`src/rtl/seg7_scan_driver_if.sv`:
```
// Display bus between a host and the multiplexed 7-segment scan driver.
// Host side drives the data, enable and strobe signals; the driver drives the segments,
// the digit selects and the frame pulse.
interface seg7_scan_driver_if #(
  parameter int NDIG = 4
);
  logic [4*NDIG-1:0] value;
  logic [NDIG-1:0]   dp_in;
  logic [NDIG-1:0]   digit_en;
  logic [NDIG-1:0]   blink_mask;
  logic              load;
  logic [6:0]        seg;
  logic              dp_n;
  logic [NDIG-1:0]   an;
  logic              frame_done;

  modport master (
    output value, dp_in, digit_en, blink_mask, load,
    input  seg, dp_n, an, frame_done
  );

  modport slave (
    input  value, dp_in, digit_en, blink_mask, load,
    output seg, dp_n, an, frame_done
  );
endinterface

```
`src/rtl/seg7_scan_driver.sv`:
```
// Multiplexed hex 7-segment scan driver with double-buffered data and per-digit blink.
// Outputs are registered: they show the scan index and shadow of the previous cycle.
// No backpressure; load is a fire-and-forget strobe, and the latest one before a frame wins.
module seg7_scan_driver #(
  parameter int NDIG         = 4,
  parameter int CLK_DIV      = 50000,
  parameter int BLINK_FRAMES = 64
) (
  input logic              clk,
  input logic              rst,
  seg7_scan_driver_if.slave bus
);

  localparam int PRE_W = (CLK_DIV > 2) ? $clog2(CLK_DIV) : 1;
  localparam int IDX_W = (NDIG > 1) ? $clog2(NDIG) : 1;
  localparam int FC_W  = (BLINK_FRAMES > 1) ? $clog2(BLINK_FRAMES) : 1;

  logic [PRE_W-1:0]  presc;
  logic [IDX_W-1:0]  idx;
  logic [FC_W-1:0]   fcnt;
  logic              phase;
  logic [4*NDIG-1:0] pend_val;
  logic [NDIG-1:0]   pend_dp;
  logic [4*NDIG-1:0] shad_val;
  logic [NDIG-1:0]   shad_dp;

  logic              tick;
  logic              wrap;
  logic [3:0]        nib;
  logic              blank;
  logic [6:0]        seg_nxt;
  logic [NDIG-1:0]   an_nxt;
  logic              dp_n_nxt;

  assign tick = (presc == PRE_W'(CLK_DIV - 1));
  assign wrap = tick && (idx == IDX_W'(NDIG - 1));

  // Prescaler and scan index; the index only moves on the last prescaler count.
  always_ff @(posedge clk or posedge rst) begin
    if (rst) begin
      presc <= '0;
      idx   <= '0;
    end else begin
      presc <= tick ? '0 : presc + 1'b1;
      if (tick) idx <= wrap ? '0 : idx + 1'b1;
    end
  end

  // Blink phase flips once every BLINK_FRAMES frame boundaries.
  always_ff @(posedge clk or posedge rst) begin
    if (rst) begin
      fcnt  <= '0;
      phase <= 1'b0;
    end else if (wrap) begin
      if (fcnt == FC_W'(BLINK_FRAMES - 1)) begin
        fcnt  <= '0;
        phase <= ~phase;
      end else begin
        fcnt <= fcnt + 1'b1;
      end
    end
  end

  // Pending buffer takes every load; the shadow only changes at a frame boundary,
  // and a load landing on the boundary bypasses the pending stage.
  always_ff @(posedge clk or posedge rst) begin
    if (rst) begin
      pend_val <= '0;
      pend_dp  <= '0;
      shad_val <= '0;
      shad_dp  <= '0;
    end else begin
      if (bus.load) begin
        pend_val <= bus.value;
        pend_dp  <= bus.dp_in;
      end
      if (wrap) begin
        shad_val <= bus.load ? bus.value : pend_val;
        shad_dp  <= bus.load ? bus.dp_in : pend_dp;
      end
    end
  end

  // Decode the currently scanned digit and apply enable/blink blanking.
  always_comb begin
    nib      = shad_val[int'(idx)*4 +: 4];
    blank    = !bus.digit_en[idx] || (bus.blink_mask[idx] && phase);
    seg_nxt  = 7'h7F;
    an_nxt   = '1;
    dp_n_nxt = 1'b1;
    if (!blank) begin
      an_nxt   = ~(NDIG'(1) << idx);
      dp_n_nxt = ~shad_dp[idx];
      case (nib)
        4'h0: seg_nxt = 7'h40;
        4'h1: seg_nxt = 7'h79;
        4'h2: seg_nxt = 7'h24;
        4'h3: seg_nxt = 7'h30;
        4'h4: seg_nxt = 7'h19;
        4'h5: seg_nxt = 7'h12;
        4'h6: seg_nxt = 7'h02;
        4'h7: seg_nxt = 7'h78;
        4'h8: seg_nxt = 7'h00;
        4'h9: seg_nxt = 7'h10;
        4'hA: seg_nxt = 7'h08;
        4'hB: seg_nxt = 7'h03;
        4'hC: seg_nxt = 7'h46;
        4'hD: seg_nxt = 7'h21;
        4'hE: seg_nxt = 7'h06;
        default: seg_nxt = 7'h0E;
      endcase
    end
  end

  // Output registers, including the frame pulse for the cycle after a wrap edge.
  always_ff @(posedge clk or posedge rst) begin
    if (rst) begin
      bus.seg        <= 7'h7F;
      bus.dp_n       <= 1'b1;
      bus.an         <= '1;
      bus.frame_done <= 1'b0;
    end else begin
      bus.seg        <= seg_nxt;
      bus.dp_n       <= dp_n_nxt;
      bus.an         <= an_nxt;
      bus.frame_done <= wrap;
    end
  end

endmodule

```
`src/flat_wrapper.sv`:
```
// flat-port wrapper written by rule: the top's interface ports become plain ports
module seg7_scan_driver_flat 
#(
  parameter int NDIG         = 4,
  parameter int CLK_DIV      = 50000,
  parameter int BLINK_FRAMES = 64
)
  (clk, rst, bus_value, bus_dp_in, bus_digit_en, bus_blink_mask, bus_load, bus_seg, bus_dp_n, bus_an, bus_frame_done);
  seg7_scan_driver_if #(.NDIG(NDIG)) bus_i ();
  input logic clk;
  input logic rst;
  input wire logic [$bits(bus_i.value)-1:0] bus_value;
  input wire logic [$bits(bus_i.dp_in)-1:0] bus_dp_in;
  input wire logic [$bits(bus_i.digit_en)-1:0] bus_digit_en;
  input wire logic [$bits(bus_i.blink_mask)-1:0] bus_blink_mask;
  input wire logic [$bits(bus_i.load)-1:0] bus_load;
  output wire logic [$bits(bus_i.seg)-1:0] bus_seg;
  output wire logic [$bits(bus_i.dp_n)-1:0] bus_dp_n;
  output wire logic [$bits(bus_i.an)-1:0] bus_an;
  output wire logic [$bits(bus_i.frame_done)-1:0] bus_frame_done;
  assign bus_i.value = bus_value;
  assign bus_i.dp_in = bus_dp_in;
  assign bus_i.digit_en = bus_digit_en;
  assign bus_i.blink_mask = bus_blink_mask;
  assign bus_i.load = bus_load;
  assign bus_seg = bus_i.seg;
  assign bus_dp_n = bus_i.dp_n;
  assign bus_an = bus_i.an;
  assign bus_frame_done = bus_i.frame_done;
  seg7_scan_driver #(.NDIG(NDIG), .CLK_DIV(CLK_DIV), .BLINK_FRAMES(BLINK_FRAMES)) u_core (.clk(clk), .rst(rst), .bus(bus_i));
endmodule
```
`config.mk`:
```
export PLATFORM = sky130hd
export DESIGN_NAME = seg7_scan_driver_flat
export DESIGN_NICKNAME = d
export VERILOG_FILES = /design/src/rtl/seg7_scan_driver_if.sv /design/src/rtl/seg7_scan_driver.sv /design/src/flat_wrapper.sv
export SDC_FILE = /design/constraint.sdc
export NUM_CORES = 1
export LEC_CHECK = 0
export CORE_MARGIN = 4
export CORE_UTILIZATION = 50
export DETAILED_ROUTE_END_ITERATION = 10
export GPL_TIMING_DRIVEN = 0
export PLACE_DENSITY = 0.78
export SLEW_MARGIN = 20
export SYNTH_ARGS = -nofsm -noshare
export SYNTH_HDL_FRONTEND = slang
export SYNTH_SLANG_ARGS = --single-unit
```
`constraint.sdc`:
```
create_clock -name clk -period 3 [get_ports clk]
set_clock_uncertainty 0.05 [all_clocks]
set_input_delay 0.3 -clock clk [delete_from_list [all_inputs] [get_ports clk]]
set_output_delay 0.3 -clock clk [all_outputs]
set_load 0.005 [all_outputs]
```
==> impl_metrics.json <==
{
  "outcome": "finished, final reports clean",
  "htree_num_levels": 3,
  "startpoint_type": "flop",
  "cp.buffers_inverters": 2,
  "die_y_um": 93.38,
  "synth_compound_area_share_pct": 3.776,
  "p_clk_share_pct": 41.5,
  "period_share_pct": 69.86,
  "yosys.area_share.simple_pct": 11.12,
  "cpPeakStageDelay_ns": 0.45,
  "drive_gt1_share_pct": 27.98,
  "grtUsageMet3_pct": 4.907,
  "worstPathArrival_ns": 2.30,
  "ios": 44,
  "synth_most_common_cell": "dfrtp_1",
  "grt-ovfl-total": 0,
  "synth_cell_types": 43,
  "rows": 30,
  "synth_warnings": 0,
  "cts_buffer_depth": 2,
  "final-setup-viol-count": 0,
  "postCtsHoldBufs": 0,
  "synth_top_area_cell": "dfrtp_1",
  "clk_latency_ns": 0.35,
  "ys_seq_area_share_pct": 53.96,
  "drt_iter0_markers": 105,
  "num_vias": 2286,
  "synthMuxAreaShare_pct": 20.12,
  "drc": 0,
  "dp_cells": 416,
  "ant_nets": 0,
  "rsz0062_at_grt": "false",
  "drt_pass1_iterations": 4,
  "post-place-ws_ns": 0.9046,
  "post_cts_buffers": 0,
  "gp_congestion": 0.7854,
  "avgSynthCellArea_um2": 13.16,
  "crit_path_top_delay_cell": "dfrtp_1",
  "r2r_slack_ns": 0.90,
  "worst_slew_pin_slew_ns": 0.5787,
  "ctsResizeCount": 0,
  "antenna_found_initial": 0,
  "grt_pass1_wl_mm": 11.25,
  "fillers": 532,
  "dieArea_um2": 8720,
  "hpwl_mm": 4.885,
  "yosys-top-cells-count": "dfrtp_1 (66), mux2_2 (44), nand2_1 (17)",
  "met2_usage_pct": 25.97,
  "io_buffer_count": 42,
  "holdWs_ns": 0.2367,
  "hp-class": "input port to async pin",
  "finalMaxSlewViolations": 0,
  "cts_tree": "yes",
  "cp.depth": 6,
  "core_um2": 6944,
  "cts_made_buffers": 9,
  "grt_pass1_vias": 2313,
  "synth_edf_count": 0,
  "design_area_um2": 4452,
  "setup_slack_ns": 0.9041,
  "grt.busiest_layer": "met2",
  "grt.total_usage_pct": 16.66,
  "min_period_ns": 2.096,
  "power_frac_comb_pct": 8.5,
  "multiInputGateArea_um2": 1593,
  "syn_area_um2": 3645,
  "path_max_fanout": 10,
  "yosys-top-cells-area": "dfrtp_1 (45%), mux2_2 (14%), dfstp_2 (8.7%), mux4_2 (4.3%), ha_1 (4.1%)",
  "slew_headroom_pct": 61.42,
  "seq_area_um2": 1967,
  "wl_per_cell_um": 15.41,
  "endpoint_kind": "flop",
  "path_class": "flop to flop",
  "grt_start_max_net_pins": 52,
  "p_sw_mw": 0.4773,
  "cap_violations": 0,
  "regToRegStartpoint": "u_core.idx[1]",
  "die_w_um": 93.38,
  "clock-root-buffer": "clkbuf_8",
  "switching_share_pct": 21.23,
  "synth_top_family_by_area": "multiplexers",
  "cp.required_ns": 3.20,
  "synth_seq_cells": 78,
  "async_reset_ff_share_pct": 100.0,
  "area_delta_synth_final_pct": 22.14,
  "synthAdderAreaFrac_pct": 4.119,
  "nNetsFinal": 374,
  "yosysTopAreaCellShare_pct": 45.31,
  "synth-xor-area-share_pct": 4.566,
  "clk_pin_slew_ns": 0.08,
  "power_density_nw_per_um2": 505.0,
  "fin_cells": 432,
  "ir_drop_mv": 0.2922,
  "cts_sinks": 78,
  "dominantRegCellSynth": "dfrtp_1",
  "cp-startpoint": "u_core.idx[1]",
  "finalWirelength_mm": 6.657,
  "fmax_mhz": 477.1,
  "cp_top_family": "buffers and inverters",
  "syn_nets": 320,
  "syn_inst": 277,
  "hold_viol_final": 0,
  "r2r.worst_path.cells": 6,
  "post_dp_cell_area_um2": 4215,
  "antennaDiodeCount": 0,
  "seqPwrFrac_pct": 50.0,
  "power.leakage_nw": 1.952,
  "p_int_mw": 1.771,
  "via_per_inst": 5.292,
  "cp_cell_sequence": "buf_2 -> mux4_2 -> inv_1 -> ha_1 -> nor2_1 -> o31ai_1",
  "timing.rr.end": "u_core.bus.seg[0]",
  "start_util_pct": 52.49,
  "gr-usage-met1_pct": 22.48,
  "worstSetupEndpoint": "u_core.bus.seg[0]"
}
area by class of cell:
class	count	share of cell area [%]
Buffer	8	0.9837
Clock buffer	10	2.867
Clock inverter	6	2.445
Inverter	11	0.9837
Multi-Input combinational cell	180	35.78
Sequential cell	78	44.18
Tap cell	96	2.698
Timing Repair Buffer	43	10.06
routing by layer:
layer / up-vias / share of wire, %
met3: 8 / 4.9
met1: 1139 / 46
met4: 0 / 1.3
met2: 52 / 47
li1: 1087 / -
met5: - / 0
how the worst min path moves through the flow:
stage / slack, ns / to / startpoint
2_1_floorplan: 0.39 / u_core.phase / u_core.phase
3_3_place_gp: 0.41 / u_core.phase / u_core.phase
3_5_place_dp: 0.41 / u_core.phase / u_core.phase
4_1_cts: 0.23 / u_core.presc[14] / rst
5_1_grt: 0.25 / u_core.presc[14] / rst
6_report: 0.24 / u_core.presc[4] / rst
layout by cell type (no fill, tap or decap), types with 2 or more instances in the layout:
| cell type | Yosys | final |
|---|---|---|
| dfrtp_1 | 66 | 66 |
| mux2_2 | 44 | 44 |
| clkdlybuf4s50_1 | 0 | 42 |
| nand2_1 | 17 | 17 |
| nor2_1 | 14 | 14 |
| xor2_1 | 13 | 13 |
| nand3_1 | 12 | 12 |
| ha_1 | 12 | 12 |
| dfstp_2 | 12 | 12 |
| inv_1 | 11 | 10 |
| clkbuf_8 | 0 | 9 |
| mux2i_1 | 8 | 8 |
| mux4_2 | 7 | 7 |
| nor3_1 | 6 | 6 |
| xnor2_1 | 6 | 6 |
| buf_2 | 5 | 5 |
| nand4_1 | 4 | 4 |
| o31ai_1 | 4 | 4 |
| o21ai_0 | 3 | 3 |
| clkbuf_1 | 2 | 3 |
| bufinv_16 | 0 | 3 |
| and4bb_2 | 2 | 2 |
| nand2b_1 | 2 | 2 |
| nor4_1 | 2 | 2 |
| o221ai_1 | 2 | 2 |
| a31o_2 | 2 | 2 |
| o211ai_1 | 2 | 2 |
| clkinv_2 | 0 | 2 |
power by group through the flow:
stage	clock [mW]	sequential (mW)	combinational, mW
floorplan	0	1.14	0.106
global placement	0	1.14	0.184
detailed placement	0	1.15	0.194
CTS	0.958	1.13	0.195
global route	1.00	1.13	0.211
finish	0.934	1.12	0.190
through the flow:
| stage | utilization (%) | power (mW) | TNS (ns) |
|---|---|---|---|
| 2_1_floorplan | - | 1.247 | 0 |
| 3_3_place_gp | 60.27 | 1.327 | -33.02 |
| 3_5_place_dp | 60.70 | 1.339 | 0 |
| 4_1_cts | 64.11 | 2.278 | 0 |
| 5_1_grt | 64.11 | 2.347 | 0 |
| 6_report | 64.11 | 2.248 | 0 |
state kept, by name (all words and copies together), names as in the netlist:
register and cells:
u_core.fcnt 6, u_core.bus.dp_n 1, u_core.shad_dp 4, u_core.bus.an 4, u_core.bus.seg 7, u_core.idx 2, u_core.pend_val 16, u_core.presc 16
u_core.phase 1, u_core.shad_val 16, u_core.bus.frame_done 1, u_core.pend_dp 4
kinds of logic after synthesis:
logic type                 Yosys count
adders and majority gates           12
DFF                                 78
and+or+nand+nor                     71
muxes                               59
AOI/OAI and AO/OA                   19
xor gates and xnor gates            19
buffers and inverters               19
(Power assumes the default switching activity.)
==> patch (config.mk and constraints unchanged) <==
Reset style: synchronous (`rst`), changed in 4 clocked blocks.
--- a/src/rtl/seg7_scan_driver.sv
+++ b/src/rtl/seg7_scan_driver.sv
@@ -36,7 +36,7 @@
   assign wrap = tick && (idx == IDX_W'(NDIG - 1));
 
   // Prescaler and scan index; the index only moves on the last prescaler count.
-  always_ff @(posedge clk or posedge rst) begin
+  always_ff @(posedge clk) begin
     if (rst) begin
       presc <= '0;
       idx   <= '0;
@@ -47,7 +47,7 @@
   end
 
   // Blink phase flips once every BLINK_FRAMES frame boundaries.
-  always_ff @(posedge clk or posedge rst) begin
+  always_ff @(posedge clk) begin
     if (rst) begin
       fcnt  <= '0;
       phase <= 1'b0;
@@ -63,7 +63,7 @@
 
   // Pending buffer takes every load; the shadow only changes at a frame boundary,
   // and a load landing on the boundary bypasses the pending stage.
-  always_ff @(posedge clk or posedge rst) begin
+  always_ff @(posedge clk) begin
     if (rst) begin
       pend_val <= '0;
       pend_dp  <= '0;
@@ -113,7 +113,7 @@
   end
 
   // Output registers, including the frame pulse for the cycle after a wrap edge.
-  always_ff @(posedge clk or posedge rst) begin
+  always_ff @(posedge clk) begin
     if (rst) begin
       bus.seg        <= 7'h7F;
       bus.dp_n       <= 1'b1;
Formal check against the unedited RTL: differs if rst is asserted again (counterexample within 4 cycles, from zero or initial values and one cycle with rst high); with rst held inactive, the same outputs for 10 cycles.
==> patch against the unedited design <==
First-iteration DRC count is 70% higher. Core utilization is 1.9 points lower. Cell count is 18% higher. Critical path type unchanged. Die area is 4.7% lower. Sequential cell count stayed put. Total power is 7.5% lower. Routed wire length is 12% higher. Worst setup slack worse by 0.64 ns. Final area is 5.6% lower. Area after synthesis is 5.1% lower. Critical endpoint is now u_core.bus.seg[0]. Global-route usage is 2.1 points higher. Non-clock buffer count is 11 higher.
==> patch: results (changes against the unedited design) <==
| Metric | Value |
|---|---|
| Status | completed |
| First-pass GRT wire length | 12.52 mm (+11%) |
| CTS Buf Count | 9 (unchanged) |
| Post-DP HPWL | 5.267 mm (+7.8%) |
| Top cells by count, synth | dfxtp_1, nor2_1, nand3_1 |
| 1st-iter DRT viols | 179 (+70%) |
| Vias in the first global route | 2710 (+17%) |
| Router iterations before antenna repair | 4 (unchanged) |
| R2R setup slack | 0.26 ns (-0.64 ns) |
| Initial antenna violation count | 0 (unchanged) |
| Share of layout cells above drive strength 1 | 8.585% (-19 points) |
| Final nets | 469 (+25%) |
| Worst-skew pair later-pin latency | 0.36 ns |
| Worst VDD drop | 0.3233 mV (+11%) |
| GRT met3 Usage | 4.640% (-0.27 points) |
| Final WL | 7.433 mm (+12%) |
| M1 wire length | 3.439 mm (+11%) |
| Placed instance count | 495 (+19%) |
| # fillers | 578 (+8.6%) |
| I/O Buffers | 41 (-2.4%) |
| Critical path origin | u_core.idx[1] |
| Met3 WL | 319 microns (-3.0%) |
| Critical Path Slowest Stage Cell | buf_1 |
| Placed Area | 3970 sq um (-5.8%) |
| Critical path endpoint | u_core.bus.seg[0] |
| GP Congestion | 0.8534 (+8.7%) |
| Largest stage delay on the critical path | 0.54 ns (+0.09 ns) |
| Gr usage total | 18.77% (+2.1 points) |
| Met1 Use GR | 23.44% (+0.95 points) |
| Tmin final | 2.737 ns (+0.6407 ns) |
| Arrival time at the worst endpoint | 2.93 ns (+0.63 ns) |
| Met2 routed WL | 3.530 mm (+12%) |
| Post-synthesis sequential area ratio | 45.14% (-8.8 points) |
| Routed vias/inst | 5.446 (+2.9%) |
| Post-synth ARST share | 0% (-100 points) |
| Largest net degree at the start of global routing | 15 (-71%) |
| Worst Hold Class | flop to flop |
| Place WS | 0.1743 ns (-0.7303 ns) |
| Met2 usage in global routing | 30.53% (+4.6 points) |
| Worst-Margin Slew | 0.9603 ns (+0.3816 ns) |
| Gate Count Post-Synth | 374 (+35%) |
| Fin cells | 511 (+18%) |
| Post-Syn Nets | 417 (+30%) |
| Main synth FF type | dfxtp_1 |
| Number of distinct library cells after synthesis | 42 (-2.3%) |
| Worst r2r path cells | 7 (+1) |
| Switching power total | 456.8 uW (-4.3%) |
| Leakage power total | 1.529 nW (-22%) |
[patch: cell types whose count changed after synthesis, moves of 18 or more]
cell / delta
dfxtp_1: +78
dfrtp_1: -66
o21ai_0: +23
nand3_1: +22
mux2_2: -41
nand2b_1: +19
mux2i_1: +18
nor2_1: +32
[patch: how the worst min path moves through the flow]
stage                                 start                 to  slack [ns]
after floorplan             u_core.presc[0]    u_core.presc[0]        0.38
after global placement      u_core.presc[0]    u_core.presc[0]        0.39
after detailed placement    u_core.presc[0]    u_core.presc[0]        0.41
after CTS                 u_core.shad_dp[2]  u_core.shad_dp[2]        0.43
after global routing        u_core.presc[0]    u_core.presc[0]        0.45
final                       u_core.presc[0]    u_core.presc[0]        0.42
[patch: layout make-up]
class	count	area (sq um)	area share, %
repair buffers	41	410.4	9.765
multi-input cells	267	1783	42.42
plain buffers	21	86.33	2.054
clock inverters	6	93.84	2.233
well taps	80	100.1	2.382
inverters	8	30.03	0.7145
clock buffers	10	137.6	3.275
flip-flops and latches	78	1562	37.15
[patch: cells by family after synthesis]
| group | count (synthesis) | share of synthesized area [%] |
|---|---|---|
| xor gates and xnor gates | 13 | 3.291 |
| buffers and inverters | 29 | 3.327 |
| muxes | 34 | 11.75 |
| AOI/OAI and AO/OA | 53 | 9.042 |
| DFF | 78 | 45.14 |
| adders and majority gates | 12 | 4.340 |
| and+or+nand+nor | 155 | 23.11 |
[patch: power by group through the flow]
stage	sequential, mW	clock (mW)	combinational (mW)
3_3_place_gp	1.09	0	0.117
3_5_place_dp	1.09	0	0.119
5_1_grt	1.07	0.952	0.131
4_1_cts	1.07	0.907	0.120
2_1_floorplan	1.09	0	0.0573
6_report	1.07	0.895	0.119
